--- src/rtl/mlp_pkg.sv ---
// Shared definitions for the MLP datapath blocks.
//   q44_t           signed Q4.4 element (activations and weights)
//   *_DEF           default layer dimensions and element width
//   feeder_state_t  stage-2 feeder sequencing states
package mlp_pkg;

  localparam int S1_NUM_DEF     = 8;
  localparam int S2_NUM_DEF     = 8;
  localparam int DATA_WIDTH_DEF = 8;

  typedef logic signed [DATA_WIDTH_DEF-1:0] q44_t;

  typedef enum logic [1:0] {
    IDLE   = 2'd0,
    STREAM = 2'd1,
    DONE   = 2'd2
  } feeder_state_t;

endpackage

--- src/rtl/weight_row_bank.sv ---
// S1_NUM x S2_NUM weight register file.
//   clk, rst_n        clock, asynchronous active-low clear of every entry
//   wr_en/wr_row/     row write; wr_row must already be range-checked
//   wr_data           by the caller
//   rd_row/rd_data    combinational read of one full row
module weight_row_bank #(
  parameter int S1_NUM     = 8,
  parameter int S2_NUM     = 8,
  parameter int DATA_WIDTH = 8,
  parameter int ROW_W      = 3
) (
  input  logic                         clk,
  input  logic                         rst_n,
  input  logic                         wr_en,
  input  logic [ROW_W-1:0]             wr_row,
  input  logic signed [DATA_WIDTH-1:0] wr_data [S2_NUM],
  input  logic [ROW_W-1:0]             rd_row,
  output logic signed [DATA_WIDTH-1:0] rd_data [S2_NUM]
);

  logic signed [DATA_WIDTH-1:0] rows_q [S1_NUM][S2_NUM];

  always_ff @(posedge clk or negedge rst_n) begin
    if (!rst_n) begin
      for (int r = 0; r < S1_NUM; r++) begin
        for (int l = 0; l < S2_NUM; l++) begin
          rows_q[r][l] <= '0;
        end
      end
    end else if (wr_en) begin
      rows_q[wr_row] <= wr_data;
    end
  end

  assign rd_data = rows_q[rd_row];

endmodule

--- src/rtl/stage2_feeder.sv ---
// Serializing driver for the second MLP layer. Captures one activation
// vector, then streams one activation per cycle together with the matching
// weight row so the downstream MAC lanes accumulate a full dot product.
//   clk, reset        clock, asynchronous active-low reset
//   in_valid/in_ready/in_vec   vector handshake from stage 1
//   w_wr_en/w_row/w_data       weight row write; w_err flags rejected writes
//   inp, weights, enable       per-cycle MAC lane feed
//   vec_done          one-cycle pulse after the last element
//
// state  | meaning
// IDLE   | ready for a vector, weight writes accepted
// STREAM | feeding element count_q, enable high, weight writes rejected
// DONE   | one-cycle end-of-vector marker, weight writes accepted
module stage2_feeder
  import mlp_pkg::*;
#(
  parameter int S1_NUM     = S1_NUM_DEF,
  parameter int S2_NUM     = S2_NUM_DEF,
  parameter int DATA_WIDTH = DATA_WIDTH_DEF
) (
  input  logic                                            clk,
  input  logic                                            reset,
  input  logic                                            in_valid,
  output logic                                            in_ready,
  input  logic signed [DATA_WIDTH-1:0]                    in_vec [S1_NUM],
  input  logic                                            w_wr_en,
  input  logic [(S1_NUM > 1 ? $clog2(S1_NUM) : 1)-1:0]    w_row,
  input  logic signed [DATA_WIDTH-1:0]                    w_data [S2_NUM],
  output logic                                            w_err,
  output logic signed [DATA_WIDTH-1:0]                    inp,
  output logic signed [DATA_WIDTH-1:0]                    weights [S2_NUM],
  output logic                                            enable,
  output logic                                            vec_done
);

  localparam int ROW_W = (S1_NUM > 1) ? $clog2(S1_NUM) : 1;
  localparam logic [ROW_W-1:0] LAST = ROW_W'(S1_NUM - 1);

  feeder_state_t                state_q, state_d;
  logic [ROW_W-1:0]             count_q;
  logic signed [DATA_WIDTH-1:0] vec_q [S1_NUM];
  logic signed [DATA_WIDTH-1:0] row_rd [S2_NUM];
  int                           row_idx;
  logic                         wr_ok;

  // Widened so the range check stays meaningful when S1_NUM is not a
  // power of two, without a constant-folded compare when it is.
  assign row_idx = int'(w_row);
  assign wr_ok   = w_wr_en && (state_q != STREAM) && (row_idx < S1_NUM);

  weight_row_bank #(
    .S1_NUM     (S1_NUM),
    .S2_NUM     (S2_NUM),
    .DATA_WIDTH (DATA_WIDTH),
    .ROW_W      (ROW_W)
  ) u_bank (
    .clk     (clk),
    .rst_n   (reset),
    .wr_en   (wr_ok),
    .wr_row  (w_row),
    .wr_data (w_data),
    .rd_row  (count_q),
    .rd_data (row_rd)
  );

  always_ff @(posedge clk or negedge reset) begin
    if (!reset) begin
      state_q <= IDLE;
      count_q <= '0;
      w_err   <= 1'b0;
      for (int i = 0; i < S1_NUM; i++) begin
        vec_q[i] <= '0;
      end
    end else begin
      state_q <= state_d;
      w_err   <= w_wr_en && !wr_ok;
      if (state_q == IDLE && in_valid) begin
        count_q <= '0;
        vec_q   <= in_vec;
      end else if (state_q == STREAM) begin
        count_q <= count_q + 1'b1;
      end
    end
  end

  always_comb begin
    state_d = state_q;
    case (state_q)
      IDLE:    if (in_valid) state_d = STREAM;
      STREAM:  if (count_q == LAST) state_d = DONE;
      DONE:    state_d = IDLE;
      default: state_d = IDLE;
    endcase
  end

  // Outputs decode straight from registered state so an asynchronous reset
  // drops enable and the lane feed in the same instant.
  always_comb begin
    in_ready = 1'b0;
    enable   = 1'b0;
    vec_done = 1'b0;
    inp      = '0;
    for (int l = 0; l < S2_NUM; l++) begin
      weights[l] = '0;
    end
    case (state_q)
      IDLE:   in_ready = reset;
      STREAM: begin
        enable  = 1'b1;
        inp     = vec_q[count_q];
        weights = row_rd;
      end
      DONE:    vec_done = 1'b1;
      default: ;
    endcase
  end

endmodule

--- config.mk ---
export PLATFORM = sky130hd
export DESIGN_NAME = stage2_feeder
export DESIGN_NICKNAME = d
export VERILOG_FILES = /design/src/rtl/mlp_pkg.sv /design/src/rtl/weight_row_bank.sv /design/src/rtl/stage2_feeder.sv
export SDC_FILE = /design/constraint.sdc
export NUM_CORES = 1
export LEC_CHECK = 0
export ABC_AREA = 1
export CAP_MARGIN = 20
export CORE_AREA = 2 2 205 227
export CTS_BUF_LIST = sky130_fd_sc_hd__clkbuf_16
export CTS_CLUSTER_DIAMETER = 80
export DETAILED_ROUTE_END_ITERATION = 6
export DIE_AREA = 0 0 207 229
export GPL_ROUTABILITY_DRIVEN = 1
export PLACE_DENSITY = 0.85
export SLEW_MARGIN = 25
export SYNTH_ARGS = -nofsm -noshare
export SYNTH_HDL_FRONTEND = slang
export SYNTH_SLANG_ARGS = --single-unit
export TNS_END_PERCENT = 30
--- constraint.sdc ---
create_clock -name clk -period 4.8 [get_ports clk]
set_clock_uncertainty 0.1 [all_clocks]
set_input_delay 0.48 -clock clk [delete_from_list [all_inputs] [get_ports clk]]
set_output_delay 0.48 -clock clk [all_outputs]
set_load 0.02 [all_outputs]
# Yosys cells after proc, flatten, opt, wreduce, memory -nomap -nowiden
# Cells that the tools add are included.
# W data, S select, Z words.
dict set report totals {
  register_bits 582
  in_bits 135
  output_inout_bits 76
  wordCells 116
}
dict set report classes {
  n_addsub 1
  magnitude_cmp 4
  eq_ne 6
  n_mux 19
  bitwise 2
  n_reduce_logical 9
}
# cell n
set ops {}
lappend ops {{$bwmux W512} 1}
lappend ops {{$mux W64} 4}
lappend ops {{$bmux W64 S3} 1}
lappend ops {{$demux W64 S3} 1}
lappend ops {{$bmux W8 S3} 1}
lappend ops {{$mux W8} 3}
lappend ops {{$ge A4 B4 Y1 const B} 2}
lappend ops {{$not A3 Y4} 2}
lappend ops {{$mux W3} 2}
lappend ops {{$logic_and A1 B1 Y1} 5}
lappend ops {{$lt A3 B4 Y1 const B} 1}
lappend ops {{$lt A4 B1 Y1 const B} 1}
lappend ops {{$mux W2} 2}
lappend ops {{$ne A2 B1 Y1 const B} 2}
lappend ops {{$pmux W2 S2} 1}
lappend ops {{$add A3 B1 Y3 const B} 1}
lappend ops {{$eq A3 B3 Y1 const B} 1}
lappend ops {{$mux W1} 3}
lappend ops {{$eq A2 B1 Y1 const B} 1}
lappend ops {{$eq A2 B2 Y1 const B} 1}
lappend ops {{$logic_not A2 Y1} 1}
lappend ops {{$ne A2 B2 Y1 const B} 1}
lappend ops {{$reduce_and A2 Y1} 1}
lappend ops {{$reduce_bool A2 Y1} 1}
lappend ops {{$logic_not A1 Y1} 1}

# Longest topological paths before layout
dict set report logic_depth {
  depth_word 6
  mapped_depth 10
  ltp_nobuf 7
}

# Cells and area by module
# A second synthesis with hierarchy kept.
dict set report unflattened {
  cells_unflattened 4018
  hier_area_um2 29260.6
}
# mod instances cells_per_inst area_each_um2 seq_area_each_um2
set modules_own_cells {}
lappend modules_own_cells {weight_row_bank 1 3430 24979.0 12812.3}
lappend modules_own_cells {stage2_feeder 1 588 4281.6 1751.7}

# Worst setup path after synthesis
# OpenSTA, ideal clock, no wires.
dict set report synth_path {
  path_type {reg-to-output}
  start {register count_q[1]}
  end {output inp[0]}
  arrival_time_ns 1.480
  t_required_ns 4.220
  path_slack_ns 2.740
  stages_incl_launch_ff 9
  n_path_buf 3
  cell_sequence {dfrtp_1 -> buf_2 -> inv_2 -> buf_2 -> buf_2 -> nand3_1 -> nand3_1 -> nand2_1 -> nor2_1}
}
dict set report synth_between {
  elab_chain_cells 5
}
# element line
set synth_rtl {}
lappend synth_rtl {{start: declaration} stage2_feeder.sv:40} ;# logic [ROW_W-1:0] count_q;
lappend synth_rtl {{start signal: assignment} stage2_feeder.sv:81} ;# count_q <= count_q + 1'b1;
lappend synth_rtl {{$not A3 Y4 (not written as such)} stage2_feeder.sv:110} ;# inp = vec_q[count_q];
lappend synth_rtl {{$bmux W8 S3} stage2_feeder.sv:110}
lappend synth_rtl {{$mux W8 (not written as such) (2 in a row)} stage2_feeder.sv:110}
lappend synth_rtl {{$mux W8} stage2_feeder.sv:106} ;# case (state_q)
lappend synth_rtl {{end: declaration} stage2_feeder.sv:30} ;# output logic signed [DATA_WIDTH-1:0] inp,
# Every way passes these cells. The select of a mux whose other input is x is not followed.

==> out/results.ini <==
[clocking]
numCtsBuffers = 58
cts.sinks = 582
cts_max_level = 2
cts_setup_buffers = 0
cts_buffer_depth = 3
clkTransAtPathRegs_ps = 60
root_buffer = clkbuf_16
clkLatencyLatePin_ps = 600
cts_tree = built

[synthesis]
synthDistinctLibCells = 16
synth_top_family_by_area = simple AND/OR/NAND/NOR gates
synthSimpleGateAreaFrac = 0.258
netlist.top_cell.by_area = dfrtp_1
synthFlopType = dfrtp_1
netlist_instances = 3891
synth_compound_area_frac = 0.102
ys_seq_elements = 582
ys_async_sr_fraction = 1.00
synth_fp_nets = 4028
netlist.area_leader.share = 0.512
yosys_warnings = 0
synth_most_common_cell = nand2_1
synth_edf_count = 0
muxShareOfSynthArea = 0
yosysSeqAreaShare = 0.512
yosys.area_share.adder = 0.000879
syn_area_sq_um = 28500
synthTopCellsByCount = 1310 x nand2_1, 648 x inv_1, 582 x dfrtp_1, 400 x o21ai_0, 362 x nand3_1
synth.top_cells.by_area = dfrtp_1 51%, nand2_1 17%, inv_1 8.5%, o21ai_0 7.0%, nand3_1 6.4%
synth-xor-area-share = 0
synth_area_per_cell_sq_um = 7.32

[place]
placed_cells = 4479
gp_congestion = 0.818
dpl_cell_area_sq_um = 30600
io_buffers = 210
hpwl_mm = 40.6

[critical_path]
timing.rr.end = u_bank.rows_q[423]
worstPathArrival_ps = 3460
worstRegToRegCells = 7
rrSetupSlack_ps = 2280
crit_type = flip-flop to primary output
critPathLaunch = count_q[0]
crit_required_ps = 4220
crit_fanout = 153
r2r-start = state_q[1]
start_kind = flip-flop
endpoint = weights[33]
cp-end-kind = primary output

[sta]
finalSetupViolations = 0
tns_ps = 0
period_minus_slack_ps = 4040
fin_crit_sh = 0.842
slew-limit-headroom = 0.356
whs_ps = 317
fmax_ghz = 0.247
drv_slew = 0
tightest_slew_ps = 966
hold_violations = 0
rsz0062_at_grt = no

[worst_hold_path]
hold_path_class = primary input to asynchronous set/reset pin

[route]
ant_nets = 0
wl_per_cell_um = 15.7
vias = 24707
drt_wl_total_mm = 71.9
drc = 0
via_per_inst = 5.39
drt_pass1_iterations = 6
initialDrtViolationCount = 2500

[power]
power.density_nw_per_um2 = 714
vdd_drop_max_mv = 0.598
p_leak_nw = 16.7

[run_status]
status = finished clean

[global_route]
grt_max_degree = 185
grt_usage = 0.307
grt_first_pass_wirelength_mm = 120
grt_pass1_vias = 23830
antenna_found_initial = 3
grt-ovfl-total = 0

[job]
cap_violations = 0

[layout]
layout-drive-gt1-share = 0.0345
fin_nets = 4091
area_delta_synth_final_pct = 14.0
postLayoutCoreUtil = 0.719
fill_cells = 3547
instances_no_fill = 4585
final_area_sq_um = 32500

[floorplanning]
initial_utilization = 0.631
core_sq_um = 45100
rows = 82
die_h_um = 229
dieArea_sq_um = 47400
ios = 211
die_w_um = 207

-- final cells by class --
class	count	area, sq um	share of cell area
Multi-Input combinational cell	2411	10300	0.319
Timing Repair Buffer	248	2590	0.0799
Inverter	653	2460	0.0758
Tap cell	588	736	0.0227
Clock inverter	43	273	0.00840
Sequential cell	582	14600	0.449
Clock buffer	59	1480	0.0455
Antenna cell	1	2.50	0.0000771
-- through the flow --
step                total power [mW]  setup slack (ps)
floorplan                       15.3              2740
finish                          23.2               757
global placement                18.4              1430
detailed placement              18.8              1420
CTS                             23.2               751
global route                    25.0               553
-- report_power, final --
group	total (mW)	switching, mW	internal (mW)
sequential	8.30	1.05	7.25
combinational	10.6	6.65	3.95
clock	4.28	1.91	2.37
-- cell usage in the layout (no fill, tap or decap), drive strengths merged --
master | synthesis | layout
ha | 2 | 2
clkinv | 0 | 29
clkinvlp | 0 | 1
inv | 653 | 663
bufinv | 0 | 3
clkdlybuf4s50 | 0 | 209
nand2 | 1312 | 1312
buf | 196 | 38
diode | 0 | 1
nand3 | 362 | 362
o21ai | 579 | 579
nor2 | 152 | 152
dfrtp | 582 | 582
nor3 | 4 | 4
clkbuf | 49 | 59
dlygate4sd3 | 0 | 1
-- flip-flops by register name, indices dropped and copies added (netlist names) --
name	count
state_q	2
w_err	1
u_bank.rows_q	512
count_q	3
vec_q	64
-- worst min-delay path by stage --
stage,start,to,slack (ps),cells past startpoint
5_1_grt,in_vec[24],vec_q[24],350,3
6_report,reset,u_bank.rows_q[51],320,2
4_1_cts,in_vec[57],vec_q[57],310,3
3_5_place_dp,u_bank.rows_q[492],u_bank.rows_q[492],370,2
2_1_floorplan,reset,count_q[0],80,0
3_3_place_gp,u_bank.rows_q[247],u_bank.rows_q[247],370,2
-- timing repair --
action                     CTS  global route
setup endpoints to repair    0             0
hold buffers                 1             0
gates resized for setup      0             0
hold endpoints to repair    64             0
-- kinds of logic (layout without fill, tap and decap cells) --
logic type / Yosys count / in the layout
AOI/OAI and AO/OA: 579 / 579
adders and majority gates: 2 / 2
buffers and inverters: 898 / 1003
DFF: 582 / 582
other: 0 / 1
and+or+nand+nor: 1830 / 1830
-- per-layer routing --
| layer | track usage | share of wire |
|---|---|---|
| met4 | 0.114 | 0.028 |
| met5 | 0 | 0.00044 |
| met3 | 0.0455 | 0.074 |
| met1 | 0.423 | 0.42 |
| met2 | 0.498 | 0.48 |
-- worst max-delay path: stages, from the launching register on --
cell	delay [ps]
dfrtp_4	710
inv_8	760
buf_4	390
nand2_1	90
nand3_1	80
nand3_1	100
nand2_1	80
nor2_1	50
clkdlybuf4s50_1	530
(Power assumes the default switching activity.)
